--- config.mk ---
export PLATFORM = sky130hd
export DESIGN_NAME = multicycle_ctrl
export DESIGN_NICKNAME = d
export VERILOG_FILES = /design/src/rtl/multicycle_ctrl.sv
export SDC_FILE = /design/constraint.sdc
export NUM_CORES = 1
export LEC_CHECK = 0
export CAP_MARGIN = 20
export CORE_MARGIN = 10
export CORE_UTILIZATION = 48
export CTS_CLUSTER_DIAMETER = 80
export DETAILED_ROUTE_END_ITERATION = 7
export PLACE_DENSITY = 0.8
export SYNTH_ARGS = -nofsm -noshare
export SYNTH_HDL_FRONTEND = slang
export SYNTH_SLANG_ARGS = --single-unit
--- constraint.sdc ---
create_clock -name clk -period 2.3 [get_ports clk]
set_input_delay 0.23 -clock clk [delete_from_list [all_inputs] [get_ports clk]]
set_output_delay 0.23 -clock clk [all_outputs]
set_load 0.05 [all_outputs]
--- src/rtl/multicycle_ctrl.sv ---
// Multi-cycle MIPS control sequencer: walks FETCH/DECODE/EXEC/MEM/WB per instruction,
// drives datapath mux fields and strobes, and handshakes with one unified memory port.
module multicycle_ctrl #(
  parameter int TO_W    = 8,
  parameter int TIMEOUT = 200
) (
  input  logic       clk,
  input  logic       rst_n,
  input  logic [5:0] Opcode,
  input  logic [5:0] Funct,
  input  logic       Zero,
  input  logic       Branch,
  input  logic       mem_ready,
  output logic       mem_req,
  output logic       IorD,
  output logic       IRWr,
  output logic       PCWr,
  output logic [1:0] NPCOp,
  output logic [1:0] WDSel,
  output logic [1:0] WRSel,
  output logic       RFWr,
  output logic [1:0] ExtOp,
  output logic [2:0] ALUOp,
  output logic       ALUSrc,
  output logic       DMWr,
  output logic [1:0] Mem_type,
  output logic [2:0] state,
  output logic       trap
);

  typedef enum logic [2:0] {
    S_FETCH  = 3'd0,
    S_DECODE = 3'd1,
    S_EXEC   = 3'd2,
    S_MEM    = 3'd3,
    S_WB     = 3'd4,
    S_TRAP   = 3'd7
  } state_t;

  localparam logic [TO_W-1:0] TIMEOUT_C = TO_W'(TIMEOUT);
  localparam logic [TO_W-1:0] CNT_ONE   = TO_W'(1);

  state_t          state_q, state_d;
  logic [TO_W-1:0] cnt_q, cnt_d;
  logic            trap_q, trap_d;
  logic            run_q, run_d;

  logic       is_rtype, is_alu_r, is_jr, is_jalr, is_ori, is_addiu, is_lui, is_imm;
  logic       is_load, is_store, is_beq, is_j, is_jal, is_bltzal, legal;
  logic [2:0] alu_op_dec;
  logic       alu_src_dec;
  logic [1:0] ext_op_dec, mem_type_dec;
  logic       waiting;

  always_comb begin
    is_rtype  = (Opcode == 6'b000000);
    is_alu_r  = is_rtype && (Funct inside {6'b100001, 6'b100011, 6'b100100,
                                          6'b100101, 6'b000000, 6'b000100});
    is_jr     = is_rtype && (Funct == 6'b001000);
    is_jalr   = is_rtype && (Funct == 6'b001001);
    is_ori    = (Opcode == 6'b001101);
    is_addiu  = (Opcode == 6'b001001);
    is_lui    = (Opcode == 6'b001111);
    is_imm    = is_ori || is_addiu || is_lui;
    is_load   = (Opcode inside {6'b100011, 6'b100001, 6'b100000});
    is_store  = (Opcode inside {6'b101011, 6'b101001, 6'b101000});
    is_beq    = (Opcode == 6'b000100);
    is_j      = (Opcode == 6'b000010);
    is_jal    = (Opcode == 6'b000011);
    is_bltzal = (Opcode == 6'b000001);
    legal     = is_alu_r || is_jr || is_jalr || is_imm || is_load || is_store ||
                is_beq || is_j || is_jal || is_bltzal;

    alu_op_dec  = 3'b000;
    alu_src_dec = 1'b0;
    ext_op_dec  = 2'b00;
    if (is_alu_r) begin
      case (Funct)
        6'b100011:            alu_op_dec = 3'b001;
        6'b100100:            alu_op_dec = 3'b010;
        6'b100101:            alu_op_dec = 3'b011;
        6'b000000, 6'b000100: alu_op_dec = 3'b100;
        default:              alu_op_dec = 3'b000;
      endcase
    end else if (is_beq) begin
      alu_op_dec = 3'b001;
    end else if (is_ori) begin
      alu_op_dec  = 3'b011;
      alu_src_dec = 1'b1;
      ext_op_dec  = 2'b01;
    end else if (is_lui) begin
      alu_src_dec = 1'b1;
      ext_op_dec  = 2'b10;
    end else if (is_addiu || is_load || is_store) begin
      alu_src_dec = 1'b1;
    end

    // Opcode[1:0] separates word (11), half (01) and byte (00) for both loads and stores
    case (Opcode[1:0])
      2'b01:   mem_type_dec = 2'b10;
      2'b00:   mem_type_dec = 2'b01;
      default: mem_type_dec = 2'b11;
    endcase
  end

  always_comb begin
    state_d  = state_q;
    cnt_d    = cnt_q;
    trap_d   = trap_q;
    run_d    = 1'b1;
    mem_req  = 1'b0;
    IorD     = 1'b0;
    IRWr     = 1'b0;
    PCWr     = 1'b0;
    NPCOp    = 2'b00;
    WDSel    = 2'b00;
    WRSel    = 2'b00;
    RFWr     = 1'b0;
    ExtOp    = 2'b00;
    ALUOp    = 3'b000;
    ALUSrc   = 1'b0;
    DMWr     = 1'b0;
    Mem_type = 2'b11;
    waiting  = (cnt_q != TIMEOUT_C);

    // ALU controls stay steady from DECODE through WB so the computed address holds
    if (state_q != S_FETCH && state_q != S_TRAP) begin
      ALUOp  = alu_op_dec;
      ALUSrc = alu_src_dec;
      ExtOp  = ext_op_dec;
    end

    case (state_q)
      S_FETCH: begin
        if (run_q) begin
          if (!waiting) begin
            state_d = S_TRAP;
            trap_d  = 1'b1;
          end else begin
            mem_req = 1'b1;
            if (mem_ready) begin
              IRWr    = 1'b1;
              state_d = S_DECODE;
            end else begin
              cnt_d = cnt_q + CNT_ONE;
            end
          end
        end
      end
      S_DECODE: begin
        if (!legal) begin
          state_d = S_TRAP;
          trap_d  = 1'b1;
        end else if (is_j || is_jr) begin
          PCWr    = 1'b1;
          NPCOp   = is_j ? 2'b10 : 2'b11;
          state_d = S_FETCH;
        end else if (is_jal || is_jalr || is_bltzal) begin
          state_d = S_WB;
        end else begin
          state_d = S_EXEC;
        end
      end
      S_EXEC: begin
        if (is_beq) begin
          PCWr    = 1'b1;
          NPCOp   = Zero ? 2'b01 : 2'b00;
          state_d = S_FETCH;
        end else if (is_load || is_store) begin
          state_d = S_MEM;
        end else begin
          state_d = S_WB;
        end
      end
      S_MEM: begin
        Mem_type = mem_type_dec;
        if (!waiting) begin
          state_d = S_TRAP;
          trap_d  = 1'b1;
        end else begin
          mem_req = 1'b1;
          IorD    = 1'b1;
          DMWr    = is_store;
          if (mem_ready) begin
            if (is_store) begin
              PCWr    = 1'b1;
              state_d = S_FETCH;
            end else begin
              state_d = S_WB;
            end
          end else begin
            cnt_d = cnt_q + CNT_ONE;
          end
        end
      end
      S_WB: begin
        RFWr    = 1'b1;
        PCWr    = 1'b1;
        state_d = S_FETCH;
        if (is_jal || is_bltzal) begin
          WRSel = 2'b10;
          WDSel = 2'b10;
          NPCOp = is_jal ? 2'b10 : (Branch ? 2'b01 : 2'b00);
        end else if (is_jalr) begin
          WRSel = 2'b01;
          WDSel = 2'b10;
          NPCOp = 2'b11;
        end else if (is_load) begin
          WDSel = 2'b01;
        end else if (is_alu_r) begin
          WRSel = 2'b01;
        end
      end
      S_TRAP: trap_d = 1'b1;
      default: begin
        state_d = S_TRAP;
        trap_d  = 1'b1;
      end
    endcase

    // Any state change restarts the memory wait counter (covers entry to FETCH and MEM)
    if (state_d != state_q) cnt_d = '0;
  end

  always_ff @(posedge clk or negedge rst_n) begin
    if (!rst_n) begin
      state_q <= S_FETCH;
      cnt_q   <= '0;
      trap_q  <= 1'b0;
      run_q   <= 1'b0;
    end else begin
      state_q <= state_d;
      cnt_q   <= cnt_d;
      trap_q  <= trap_d;
      run_q   <= run_d;
    end
  end

  assign state = state_q;
  assign trap  = trap_q;

endmodule

==> impl_metrics.xml <==
<?xml version="1.0" encoding="UTF-8"?>
<metrics>
  <group name="final_layout">
    <metric name="layout.area.seq" unit="um2">332</metric>
    <metric name="area_used_by_multi_input_combinational_logic" unit="mm2">0.00121</metric>
    <metric name="area_delta_synth_final" unit="%">75.8</metric>
    <metric name="antenna_cells" unit="">0</metric>
    <metric name="n_fill_cell" unit="">171</metric>
    <metric name="drive_gt1_frac" unit="">0.431</metric>
    <metric name="final_net_count" unit="">294</metric>
    <metric name="final_util" unit="">0.863</metric>
    <metric name="stdcell_area" unit="mm2">0.00259</metric>
  </group>
  <group name="place">
    <metric name="portBuffers" unit="">40</metric>
    <metric name="dp_hpwl" unit="um">4260</metric>
    <metric name="place_congestion" unit="">0.961</metric>
    <metric name="dpl_cell_area" unit="mm2">0.00238</metric>
  </group>
  <group name="power_and_ir_drop">
    <metric name="power_density_cells" unit="mW/mm2">752</metric>
    <metric name="power_frac_clock" unit="">0.072</metric>
    <metric name="power" unit="mW">1.95</metric>
    <metric name="power.share.switching" unit="">0.516</metric>
    <metric name="combinationalPowerShare" unit="">0.766</metric>
    <metric name="power.static_leakage" unit="nW">1.07</metric>
    <metric name="seqPwrFrac" unit="">0.162</metric>
    <metric name="peak_supply_drop" unit="uV">475</metric>
    <metric name="p_int" unit="mW">0.942</metric>
    <metric name="switching_power" unit="mW">1.01</metric>
  </group>
  <group name="global_routing">
    <metric name="globalRoute.totalOverflow" unit="">0</metric>
    <metric name="antenna_found_initial" unit="">0</metric>
    <metric name="grt_start_max_net_pins" unit="">14</metric>
    <metric name="globalRouteTotalUtil" unit="">0.200</metric>
    <metric name="first_global_vias" unit="">1776</metric>
    <metric name="grt_pass1_wl" unit="um">9050</metric>
  </group>
  <group name="drt">
    <metric name="avgRoutedWirePerCell" unit="um">18.8</metric>
    <metric name="antenna_left" unit="">0</metric>
    <metric name="detailed_routing_iterations_pass_1" unit="">4</metric>
    <metric name="route.detailed.drc" unit="">0</metric>
    <metric name="vias" unit="">1863</metric>
    <metric name="viasPerCell" unit="">6.07</metric>
    <metric name="first_iter_violations" unit="">215</metric>
    <metric name="totalWireLength" unit="um">5770</metric>
  </group>
  <group name="yosys">
    <metric name="post-synth-top-area-cell" unit="">sky130_fd_sc_hd__dfrtp_1</metric>
    <metric name="yosys.area.top_type_share" unit="">0.221</metric>
    <metric name="netlist_top_cells_area" unit="">sky130_fd_sc_hd__dfrtp_1 22%, sky130_fd_sc_hd__nor3_1 5.4%, sky130_fd_sc_hd__nand2_1 5.3%</metric>
    <metric name="synth-seq-area-share" unit="">0.221</metric>
    <metric name="synthesis.instances" unit="">197</metric>
    <metric name="synthesis.nets" unit="">216</metric>
    <metric name="synth.cell_area" unit="mm2">0.00147</metric>
    <metric name="synth_top_flop_cell" unit="">sky130_fd_sc_hd__dfrtp_1</metric>
    <metric name="yosys.cell_types.count" unit="">56</metric>
    <metric name="synth_async_sr_flop_share" unit="">1.00</metric>
    <metric name="number_of_synthesized_flops_with_an_enable_pin" unit="">0</metric>
    <metric name="post_synth.cell_area_avg" unit="um2">7.48</metric>
    <metric name="synth-warning-count" unit="">0</metric>
    <metric name="synth-seq-cells" unit="">13</metric>
  </group>
  <group name="setup_path">
    <metric name="cp_common_cell" unit="">sky130_fd_sc_hd__buf_4</metric>
    <metric name="crit_path_cell_trace" unit="">buf_6 &gt; buf_4 &gt; nand3_1 &gt; o21ai_1 &gt; buf_4 &gt; nor4_4 &gt; a41o_1 &gt; buf_12</metric>
    <metric name="worstSetupStartpoint" unit="">state[1]</metric>
    <metric name="arrival" unit="ns">2.02</metric>
    <metric name="worst_r2r_startpoint" unit="">state[0]</metric>
    <metric name="cpLargestDelayFamily" unit="">buffers and inverters</metric>
    <metric name="crit_path_max_incr_delay" unit="ns">0.45</metric>
    <metric name="critPathSlowestCell" unit="">sky130_fd_sc_hd__dfrtp_2</metric>
    <metric name="path_max_fanout" unit="">7</metric>
    <metric name="worstPathRequired" unit="ns">2.07</metric>
    <metric name="critical_path.endpoint_type" unit="">primary output</metric>
    <metric name="startpoint_type" unit="">register</metric>
    <metric name="crit_buf_inv" unit="">4</metric>
    <metric name="critical_path_class" unit="">register to primary output</metric>
  </group>
  <group name="sta">
    <metric name="final.period_utilization" unit="">0.979</metric>
    <metric name="setup_viol" unit="">0</metric>
    <metric name="timing_worst_slew_pin_value" unit="ns">0.583</metric>
    <metric name="timing.final.crit_period" unit="ns">2.25</metric>
    <metric name="max_freq" unit="GHz">0.444</metric>
    <metric name="grt_setup_unrepaired" unit="">true</metric>
    <metric name="number_of_hold_slack_violations_in_the_final_timing_report" unit="">0</metric>
    <metric name="report.final.slew_viol_count" unit="">0</metric>
    <metric name="fin_skew" unit="ns">0.00649</metric>
    <metric name="relSlewSlack" unit="">0.610</metric>
  </group>
  <group name="floorplan">
    <metric name="design.die.area" unit="mm2">0.00569</metric>
    <metric name="die_w" unit="um">75.4</metric>
    <metric name="placement_rows" unit="">20</metric>
    <metric name="initial_core_util" unit="">0.491</metric>
    <metric name="boundaryPins" unit="">41</metric>
    <metric name="floorplan.die.height" unit="um">75.4</metric>
    <metric name="area_of_the_core" unit="mm2">0.00300</metric>
  </group>
  <group name="clocking">
    <metric name="cts_buffer_count" unit="">3</metric>
    <metric name="cts_max_level" unit="">1</metric>
    <metric name="insertion_delay_of_the_later_clocked_pin_in_the_worst_skew_pair" unit="ns">0.27</metric>
    <metric name="clk_pin_slew" unit="ns">0.09</metric>
    <metric name="cts_tree" unit="">yes</metric>
    <metric name="cts_hold_repair.buffers" unit="">0</metric>
    <metric name="cts.root.buffer_cell" unit="">sky130_fd_sc_hd__clkbuf_4</metric>
    <metric name="clock-sinks" unit="">13</metric>
    <metric name="clk_path_buf_depth" unit="">2</metric>
  </group>
  <group name="flow_run">
    <metric name="maxCapViolCount" unit="">0</metric>
  </group>
  <group name="outcome">
    <metric name="result_of_the_run" unit="">finished, final reports clean</metric>
  </group>
  <group name="min_path">
    <metric name="hp-class" unit="">primary input to async pin</metric>
  </group>
</metrics>
## what timing repair did
action,CTS,global route
buffers inserted,5,5
setup endpoints to repair,10,11
cloned,0,0
resized for setup,9,19
pin swaps,1,7
## cells by family (layout without fill, tap and decap cells)
group	count (synthesis)	count (layout)	share of synthesized area
buffers and inverters	22	99	0.0722
other	1	1	0.00254
xor gates and xnor gates	9	9	0.0535
adders and majority gates	2	2	0.0170
DFF	13	13	0.221
and+or+nand+nor	104	104	0.422
muxes	1	1	0.00679
AOI/OAI and AO/OA	45	45	0.205
## cell usage after synthesis, drive strengths merged, types with 3 or more instances
master / instances
a21o: 3
a21oi: 11
a31oi: 3
and2: 3
and4: 3
buf: 9
clkbuf: 5
dfrtp: 13
inv: 7
nand2: 21
nand3: 6
nand3b: 3
nand4: 3
nor2: 17
nor2b: 3
nor3: 21
nor3b: 3
nor4: 4
o21a: 3
o21ai: 9
xnor2: 4
xor2: 5
## cell usage in the layout, fill, tap and decap left out, types with 4 or more instances in the layout
cell type,count
sky130_fd_sc_hd__nor2_1,11
sky130_fd_sc_hd__xnor2_1,4
sky130_fd_sc_hd__nor3_1,12
sky130_fd_sc_hd__buf_12,18
sky130_fd_sc_hd__dfrtp_1,8
sky130_fd_sc_hd__nor3_2,9
sky130_fd_sc_hd__buf_4,48
sky130_fd_sc_hd__nand3_1,6
sky130_fd_sc_hd__dlymetal6s2s_1,4
sky130_fd_sc_hd__xor2_1,5
sky130_fd_sc_hd__inv_1,6
sky130_fd_sc_hd__nand2_1,21
sky130_fd_sc_hd__a21oi_1,9
sky130_fd_sc_hd__nor2_2,5
sky130_fd_sc_hd__dfrtp_2,5
sky130_fd_sc_hd__clkdlybuf4s50_1,16
sky130_fd_sc_hd__o21ai_0,6
## stage by stage
step	hold WS, ns	setup WS (ns)	std cells	TNS, ns
after global placement	0.471	-0.0974	293	-0.786
after CTS	0.336	0.00243	302	0
after detailed placement	0.488	-0.291	293	-2.13
after global routing	0.350	-0.0261	307	-0.0466
after floorplan	-0.0656	-0.239	197	-0.609
final	0.322	0.0484	307	0
## flip-flops by register name, indices dropped and copies added, names as in the netlist
register  cells
run_q         1
trap          1
cnt_q         8
state         3
## worst paths after layout
kind,to,slack [ns],cells after the start
max,ALUOp[1],0.05,8
min,trap,0.32,1
min in group clk,trap,0.52,1
min reg2reg,trap,0.52,1
max reg2reg,cnt_q[0],0.15,8
max in group asynchronous,state[1],1.56,1
## area by class of cell
class	count	share of cell area
clock inverter	1	0.00193
inverter	8	0.0130
timing repair buffer	87	0.364
clock buffer	3	0.00869
multi-input combinational	162	0.469
tap	33	0.0159
sequential	13	0.128
## power by group through the flow
stage	clock [mW]	combinational [mW]	sequential, mW
2_1_floorplan	0	0.757	0.396
3_3_place_gp	0	1.26	0.341
5_1_grt	0.159	1.57	0.321
3_5_place_dp	0	1.29	0.343
6_report	0.141	1.49	0.315
4_1_cts	0.143	1.41	0.305
## routing by layer
metal,global-route usage,part of all wire
met5,0,0
met4,0.0557,0.016
met3,0.0339,0.066
met2,0.359,0.51
met1,0.238,0.40
## worst register-to-register path, delay by kind of cell, from the launching register on
kind | cells | cell delay, ns
AND/OR/NAND/NOR | 4 | 0.97
flip-flops | 1 | 0.45
buffers and inverters | 2 | 0.34
AO/OA/AOI/OAI | 2 | 0.31
Note: power is estimated with default switching activity, not from simulation.
